## config.mk

```make
export PLATFORM = sky130hd
export DESIGN_NAME = m_vmem_wr_arbiter
export DESIGN_NICKNAME = d
export VERILOG_FILES = /design/src/rtl/vmem_pkg.sv /design/src/rtl/m_rr_pick.sv /design/src/rtl/m_vmem_wr_arbiter.sv
export SDC_FILE = /design/constraint.sdc
export NUM_CORES = 1
export LEC_CHECK = 0
export BUFFER_PORTS_ARGS = -buffer_cell sky130_fd_sc_hd__buf_2
export CORE_MARGIN = 5
export CORE_UTILIZATION = 47
export DETAILED_ROUTE_END_ITERATION = 10
export PLACE_DENSITY = 0.95
export SLEW_MARGIN = 20
export SYNTH_ARGS = -nofsm -noshare
export SYNTH_HDL_FRONTEND = slang
export SYNTH_HIERARCHICAL = 1
export SYNTH_SLANG_ARGS = --single-unit
```

## constraint.sdc

```tcl
create_clock -name w_clk -period 5.4 [get_ports w_clk]
set_input_delay 1.62 -clock w_clk [delete_from_list [all_inputs] [get_ports w_clk]]
set_output_delay 1.62 -clock w_clk [all_outputs]
set_load 0.1 [all_outputs]
```

## src/rtl/vmem_pkg.sv

```systemverilog
// Shared video-memory constants, FSM encodings and address/bounds helpers
// for the vmem write-port arbiter slice.
package vmem_pkg;

  localparam int VMEM_AW     = 16;
  localparam int VMEM_DW     = 16;
  localparam int SCREEN_XMAX = 239;
  localparam int SCREEN_YMAX = 239;

  localparam logic [0:0] ST_IDLE = 1'b0;
  localparam logic [0:0] ST_LOCK = 1'b1;

  function automatic logic [VMEM_AW-1:0] f_vmem_adr(input logic [7:0] y, input logic [7:0] x);
    return {y, x};
  endfunction

  function automatic logic f_in_bounds(input logic [7:0] x, input logic [7:0] y,
                                       input logic [7:0] xmax, input logic [7:0] ymax);
    return (x <= xmax) && (y <= ymax);
  endfunction

endpackage

```

## src/rtl/m_rr_pick.sv

```systemverilog
// Combinational round-robin pick: first set request searching from
// last_grant+1 upward, wrapping modulo NREQ.
module m_rr_pick
  import vmem_pkg::*;
#(
  parameter int NREQ = 4
) (
  input  logic [NREQ-1:0] req,
  input  logic [2:0]      last_grant,
  output logic [2:0]      winner,
  output logic            any
);

  logic [2:0]        start_s;
  logic [2*NREQ-1:0] rot_s;
  logic [3:0]        sum_s;

  // Rotate the request vector so offset 0 is the slot after the last grant.
  always_comb begin
    start_s = (last_grant == 3'(NREQ-1)) ? 3'd0 : (last_grant + 3'd1);
    rot_s   = {req, req} >> start_s;
    winner  = start_s;
    sum_s   = 4'd0;
    for (int k = NREQ-1; k >= 0; k--) begin
      sum_s  = {1'b0, start_s} + 4'(k);
      winner = rot_s[k] ? ((sum_s >= 4'(NREQ)) ? 3'(sum_s - 4'(NREQ)) : sum_s[2:0]) : winner;
    end
    any = |req;
  end

endmodule

```

## src/rtl/m_vmem_wr_arbiter.sv

```systemverilog
// Round-robin, burst-locking arbiter for the single vmem write port.
// Optional coordinate clipping with a drop counter: VMEM_ARB_CLIP_EN.
module m_vmem_wr_arbiter
  import vmem_pkg::*;
#(
  parameter int NREQ      = 4,
  parameter int MAX_BURST = 64,
  parameter int XMAX      = SCREEN_XMAX,
  parameter int YMAX      = SCREEN_YMAX
) (
  input  logic                 w_clk,
  input  logic                 w_rst_n,
  input  logic [NREQ-1:0]      i_valid,
  input  logic [NREQ-1:0]      i_last,
  input  logic [8*NREQ-1:0]    i_x,
  input  logic [8*NREQ-1:0]    i_y,
  input  logic [16*NREQ-1:0]   i_data,
  output logic [NREQ-1:0]      o_ready,
  output logic                 o_we,
  output logic [VMEM_AW-1:0]   o_wadr,
  output logic [VMEM_DW-1:0]   o_wdata,
  output logic [2:0]           o_grant,
`ifdef VMEM_ARB_CLIP_EN
  output logic [15:0]          o_clip_cnt,
`endif
  output logic                 o_busy
);

  logic [0:0]         state_r;
  logic [2:0]         grant_r;
  logic [7:0]         beat_cnt_r;
  logic               we_r;
  logic [VMEM_AW-1:0] wadr_r;
  logic [VMEM_DW-1:0] wdata_r;

  logic [2:0]         winner_s;
  logic               any_s;
  logic               hit_s;
  logic               sel_valid_s;
  logic               sel_last_s;
  logic [7:0]         sel_x_s;
  logic [7:0]         sel_y_s;
  logic [15:0]        sel_data_s;
  logic [NREQ-1:0]    ready_s;
  logic               xfer_s;
  logic               release_s;
  logic               write_s;

  m_rr_pick #(.NREQ(NREQ)) u_pick (
    .req        (i_valid),
    .last_grant (grant_r),
    .winner     (winner_s),
    .any        (any_s)
  );

  // AND-OR select of the grant holder's beat; ready depends only on state/grant.
  always_comb begin
    hit_s       = 1'b0;
    sel_valid_s = 1'b0;
    sel_last_s  = 1'b0;
    sel_x_s     = 8'd0;
    sel_y_s     = 8'd0;
    sel_data_s  = 16'd0;
    ready_s     = '0;
    for (int k = 0; k < NREQ; k++) begin
      hit_s       = (grant_r == 3'(k));
      ready_s[k]  = (state_r == ST_LOCK) && hit_s;
      sel_valid_s = sel_valid_s | (i_valid[k] & hit_s);
      sel_last_s  = sel_last_s  | (i_last[k]  & hit_s);
      sel_x_s     = sel_x_s     | (i_x[8*k +: 8]     & {8{hit_s}});
      sel_y_s     = sel_y_s     | (i_y[8*k +: 8]     & {8{hit_s}});
      sel_data_s  = sel_data_s  | (i_data[16*k +: 16] & {16{hit_s}});
    end
    xfer_s    = (state_r == ST_LOCK) && sel_valid_s;
    release_s = sel_last_s || (beat_cnt_r == 8'(MAX_BURST-1));
  end

`ifdef VMEM_ARB_CLIP_EN
  logic        in_bounds_s;
  logic [15:0] clip_cnt_r;

  assign in_bounds_s = f_in_bounds(sel_x_s, sel_y_s, 8'(XMAX), 8'(YMAX));
  assign write_s     = xfer_s && in_bounds_s;
  assign o_clip_cnt  = clip_cnt_r;

  // Saturating count of accepted-but-dropped out-of-screen beats.
  always_ff @(posedge w_clk) begin
    if (!w_rst_n) begin
      clip_cnt_r <= 16'd0;
    end else if (xfer_s && !in_bounds_s && (clip_cnt_r != 16'hFFFF)) begin
      clip_cnt_r <= clip_cnt_r + 16'd1;
    end else begin
      clip_cnt_r <= clip_cnt_r;
    end
  end
`else
  assign write_s = xfer_s;
`endif

  // Arbitration FSM: one bubble in IDLE, grant locked until last or MAX_BURST.
  always_ff @(posedge w_clk) begin
    if (!w_rst_n) begin
      state_r    <= ST_IDLE;
      grant_r    <= 3'(NREQ-1);
      beat_cnt_r <= 8'd0;
    end else begin
      case (state_r)
        ST_IDLE: begin
          if (any_s) begin
            grant_r <= winner_s;
            state_r <= ST_LOCK;
          end else begin
            state_r <= ST_IDLE;
          end
        end
        ST_LOCK: begin
          if (xfer_s && release_s) begin
            state_r    <= ST_IDLE;
            beat_cnt_r <= 8'd0;
          end else if (xfer_s) begin
            beat_cnt_r <= beat_cnt_r + 8'd1;
          end else begin
            state_r <= ST_LOCK;
          end
        end
        default: begin
          state_r    <= ST_IDLE;
          beat_cnt_r <= 8'd0;
        end
      endcase
    end
  end

  // Registered write port; address/data hold between writes.
  always_ff @(posedge w_clk) begin
    if (!w_rst_n) begin
      we_r    <= 1'b0;
      wadr_r  <= '0;
      wdata_r <= '0;
    end else if (write_s) begin
      we_r    <= 1'b1;
      wadr_r  <= f_vmem_adr(sel_y_s, sel_x_s);
      wdata_r <= sel_data_s;
    end else begin
      we_r    <= 1'b0;
    end
  end

  assign o_ready = ready_s;
  assign o_we    = we_r;
  assign o_wadr  = wadr_r;
  assign o_wdata = wdata_r;
  assign o_grant = grant_r;
  assign o_busy  = (state_r == ST_LOCK);

endmodule

```

==> flow_summary.toml, run 1 <==
[outcome]
outcome = "completed"

[sta]
maxSlewHeadroom_pct = 43.1
worstMarginPinSlew_ns = 0.852
setup_viol = 0
hold_slack_ns = 0.500
fin_skew_ns = 0.0125
finalHoldViolations = 0
fmax_ghz = 0.252
fin_ws_ns = 1.43
rsz0062_at_grt = "no"
period_minus_slack_ns = 3.97
tns_ns = 0
fin_crit_sh_pct = 73.5
final_max_slew_viol_count = 0

[critical_path]
critPathLaunch = "o_grant[0]"
slowest_stage = "dfxtp_1"
cp_max_fo = 33
crit_chain = "and3b_1 -> buf_4 -> and2_1 -> buf_2"
reg2reg_depth = 9
crit_path_end_kind = "output port"
cp-start-kind = "flop"
slowest_delay_ns = 0.88
worstPathArrival_ns = 2.35
reg2reg_slack_ns = 2.52
crit_type = "reg2out"
rr_startpoint = "o_grant[0]"
r2r_end = "o_grant[1]"
critical_path.endpoint = "o_ready[3]"
required_ns = 3.78

[pwr]
ir_drop_uv = 333
power.leakage_nw = 1.72
power.density_mw_per_mm2 = 617

[clock_tree]
post_cts_resized = 0
cts_made_buffers = 5
clkSlewWorstSetupHoldPaths_ns = 0.08
cts_tree = "yes"
cts_max_path_buffers = 2
post_cts_buffers = 0
clkLatencyLatePin_ns = 0.29
clock-root-buffer = "clkbuf_8"
htree_levels = 2
cts.sinks = 45
hold_buffers = 0

[final_layout]
fill_cells = 492
post-route-util_pct = 64.5
fin_nets = 640
drive_gt1_share_pct = 41.0
fin_cells = 575
antennaDiodeCount = 0
syn2layout_area_growth_pct = 33.8

[synthesis]
syn-cell-area_mm2 = 0.00284
ys_seq_elements = 45
ys_types = 57
synth_area_per_cell_um2 = 8.31
async_flop_share_pct = 0
ys.flop_type = "dfxtp_1"
ys_seq_area_share_pct = 31.8
postSynthCellCount = 341
synth_nets = 482
synth_warnings = 6
synth_edf_count = 0

[route]
wirelength_um = 10100
viasPerCell = 6.04
dr.pass1.iters = 5
drc = 0
dr_total_vias = 3474
dr.first_iter.drc_count = 422
wl_per_cell_um = 17.6
ant_nets = 0

[floorplanning]
core_region_area_mm2 = 0.00589
die_area_mm2 = 0.00769
die_h_um = 87.7
die_w_um = 87.7
rows = 28
initial_core_util_pct = 48.2
num_io_pins = 179

[min_path]
worstHoldStart = "beat_cnt_r[1]"
holdPathStages = 2
worstHoldPathType = "reg2reg"

[grt]
grt_antenna_before_repair = 0
grt_pass1_wl_um = 15800
grt_max_degree = 44
first_global_vias = 3372
overflow = 0
grt_use_total_pct = 25.1

[place]
place_ws_ns = 1.69
place_inst = 567
globalplace.congestion = 0.904
portBuffers = 178
hpwl_um = 7720

[job]
drv_cap = 0
flip-flops by register name, summed over array words and instances (netlist names):
signal,flops
o_we,1
beat_cnt_r,8
o_grant,3
o_busy,1
o_wadr,16
o_wdata,16
cell usage in the layout (no fill, tap or decap), drive strengths merged, types with 3 or more instances in the layout:
cell type	Yosys	routed
clkbuf	23	7
buf	9	183
inv	5	5
o21ai	40	40
nor2b	4	4
mux2i	6	6
nor2	10	10
a31oi	3	3
nand3	10	10
a21oi	41	41
and2	7	7
and3	3	3
dfxtp	45	45
nand2b	6	6
nand2	17	17
a221oi	33	33
a22oi	35	35
nand4	5	5
ha	3	3
where the power goes:
part / switching (mW) / internal [mW]
combinational: 1.22 / 0.418
sequential: 0.0819 / 0.417
clock: 0.110 / 0.0917
total: 1.41 / 0.927
critical path: cells and delay by family (launching register included):
kind	cells	cell delay, ns
buffers and inverters	2	0.74
flip-flops	1	0.88
AND/OR/NAND/NOR	2	0.45
through the flow:
stage,total power [mW],cell area [um^2]
5_1_grt,2.47,3790
3_5_place_dp,2.12,3710
4_1_cts,2.33,3790
6_report,2.34,3790
3_3_place_gp,2.10,3710
2_1_floorplan,1.86,2840
how the worst min path moves through the flow:
stage / to / slack, ns
floorplan: beat_cnt_r[7] / 0.45
global placement: beat_cnt_r[1] / 0.47
detailed placement: beat_cnt_r[1] / 0.48
CTS: beat_cnt_r[1] / 0.50
global route: beat_cnt_r[1] / 0.54
finish: beat_cnt_r[1] / 0.50
cells in the mapped netlist (all sizes together) (2+ instances only):
cell	n	area share (%)
nand2	17	2.3
o221ai	2	0.84
or4	2	0.53
nor2b	4	1.1
nor2	10	1.6
buf	9	2.7
or3	2	0.62
a2bb2oi	2	0.62
o21ai	40	7.1
inv	5	0.66
and3	3	0.66
a21oi	41	7.4
nor3b	2	0.53
nand2b	6	1.4
a22oi	35	9.3
a221oi	33	10
nand3	10	1.9
nor3	2	0.35
and2	7	1.5
a21o	2	0.53
nand4	5	1.1
dfxtp	45	32
o31a	2	0.62
ha	3	1.3
a31oi	3	0.66
mux4	2	1.7
clkbuf	23	3.0
mux2i	6	2.1
area by class of cell:
| cell class | count | area (um^2) | area share (%) |
|---|---|---|---|
| repair buffers | 183 | 928 | 24.5 |
| multi-input cells | 259 | 1770 | 46.6 |
| clock inverters | 1 | 7.51 | 0.198 |
| inverters | 5 | 18.8 | 0.495 |
| flip-flops and latches | 45 | 901 | 23.7 |
| clock buffers | 7 | 76.3 | 2.01 |
| well taps | 75 | 93.8 | 2.47 |
cell families after synthesis:
logic type               share of synthesized area [%]
AO/OA/AOI/OAI                                     39.3
XOR/XNOR                                         0.618
adder cells (fa/ha/maj)                           1.68
buffers and inverters                             6.40
flip-flops                                        31.8
multiplexers                                      3.84
AND/OR/NAND/NOR                                   16.4
layer usage:
| layer | part of all wire (%) | up-vias | GRT usage [%] |
|---|---|---|---|
| met5 | 0 | - | 0 |
| met4 | 2.4 | 0 | 7.95 |
| met3 | 8.0 | 32 | 5.46 |
| met2 | 51 | 185 | 42.1 |
| met1 | 39 | 1603 | 32.0 |
| li1 | - | 1654 | - |
No activity file was read; power rests on OpenSTA's default activity.
==> run 2: changes to the inputs <==
- CORE_UTILIZATION: 47 -> 43
- PLACE_DENSITY: 0.95 -> 0.92
- clock period: 5.4 -> 3.8 ns (I/O delays scaled with it)
==> run 2 against run 1 <==
Utilization down 4.5 points. Clock skew down 0.0041 ns. Clock power up 72%. Sequential power up 43%. Critical path depth down 1. Die area up 8.2%. Largest cell class unchanged.
==> flow_summary.toml, run 2 (synthesis results as in run 1) <==
[outcome]
outcome = "completed"

[final_layout]
drive_gt1_share_pct = 41.8
fin_nets = 641
antennaDiodeCount = 0
final_area_mm2 = 0.00383
final_cell_mix = "178 x buf_2, 43 x dfxtp_1, 40 x a21oi_1"
final_common_cell = "buf_2"
syn2layout_area_growth_pct = 35.0

[sta]
hold_slack_ns = 0.489
fin_ws_ns = 0.858
setup_viol = 0
final_max_slew_viol_count = 0
fin_crit_sh_pct = 77.4
fmax_ghz = 0.340
period_minus_slack_ns = 2.94
finalHoldViolations = 0
maxSlewHeadroom_pct = 49.7
rsz0062_at_grt = "no"
fin_skew_ns = 0.00836
tns_ns = 0
worstMarginPinSlew_ns = 0.754

[grt]
first_global_vias = 3336
grt_max_degree = 44
grt_antenna_before_repair = 0
overflow = 0
grt_pass1_wl_um = 16000
grt_use_total_pct = 23.0

[route]
ant_nets = 0
dr.first_iter.drc_count = 368
dr_total_vias = 3429
wl_per_cell_um = 17.6
drc = 0
dr.pass1.iters = 5
viasPerCell = 5.94
wirelength_um = 10100

[clock_tree]
cts_max_path_buffers = 2
post_cts_resized = 0
cts_tree = "yes"
htree_levels = 2
hold_buffers = 0
post_cts_buffers = 0
cts.sinks = 45
clkLatencyLatePin_ns = 0.29
clock-root-buffer = "clkbuf_8"
clkSlewWorstSetupHoldPaths_ns = 0.08
cts_made_buffers = 5

[place]
portBuffers = 178
placed_cell_area_mm2 = 0.00372
place_ws_ns = 0.691
hpwl_um = 7820
globalplace.congestion = 0.908

[job]
drv_cap = 0

[floorplanning]
die_area_mm2 = 0.00832
rows = 29
initial_core_util_pct = 44.4
die_h_um = 91.2
die_w_um = 91.2
num_io_pins = 179
core_region_area_mm2 = 0.00639

[critical_path]
cp-start-kind = "flop"
required_ns = 2.66
crit_path_end_kind = "output port"
cp_max_fo = 21
crit_type = "reg2out"
worstPathArrival_ns = 1.80

[pwr]
power.leakage_nw = 1.74
p_int_mw = 1.38
netSwitchingFraction_pct = 59.3
finalPower_mw = 3.41
ir_drop_uv = 623
pwr-share-clk_pct = 10.2
combPwrFrac_pct = 68.9
power.density_mw_per_mm2 = 890
power.share.sequential_pct = 20.9
netSwitchingPower_mw = 2.02

[min_path]
worstHoldPathType = "reg2reg"
[run 2: path summary, 6_finish.rpt]
kind                  from       endpoint  slack [ns]  cells past startpoint
max             o_grant[2]     o_ready[3]        0.86                      3
min          beat_cnt_r[1]  beat_cnt_r[1]        0.49                      2
max reg2reg     o_grant[0]     o_grant[0]        1.30                      9
min reg2reg  beat_cnt_r[1]  beat_cnt_r[1]        0.49                      2
[run 2: power groups by stage]
| stage | sequential, mW | clock, mW | combinational (mW) |
|---|---|---|---|
| finish | 0.713 | 0.347 | 2.35 |
| CTS | 0.712 | 0.354 | 2.33 |
| floorplan | 1.52 | 0 | 1.12 |
| global route | 0.737 | 0.377 | 2.47 |
| detailed placement | 0.721 | 0 | 2.32 |
| global placement | 0.717 | 0 | 2.29 |
[run 2: worst max-delay path, cell delays in order (launching register included)]
cell     delay, ns
dfxtp_1       0.81
and3b_1       0.27
and2_1        0.15
buf_2         0.28
[run 2: layout make-up]
type,instances,area [um^2]
clock buffer,5,68.8
clock inverter,2,35.0
fill,585,2560
inverter,5,18.8
multi-input combinational,259,1770
sequential,45,903
tap,77,96.3
timing repair buffer,184,936
[run 2: metal layers]
| metal | part of all wire (%) | vias up | track usage [%] |
|---|---|---|---|
| met5 | 0 | - | 0 |
| met4 | 3.0 | 0 | 8.19 |
| met3 | 7.5 | 27 | 4.46 |
| met2 | 51 | 171 | 39.9 |
| met1 | 38 | 1575 | 28.1 |
| li1 | - | 1656 | - |
[run 2: stage by stage]
stage | utilization (%) | cells
finish | 59.9 | 577
global route | 59.9 | 577
CTS | 59.9 | 577
detailed placement | 58.3 | 570
global placement | 58.3 | 570
floorplan | - | 341
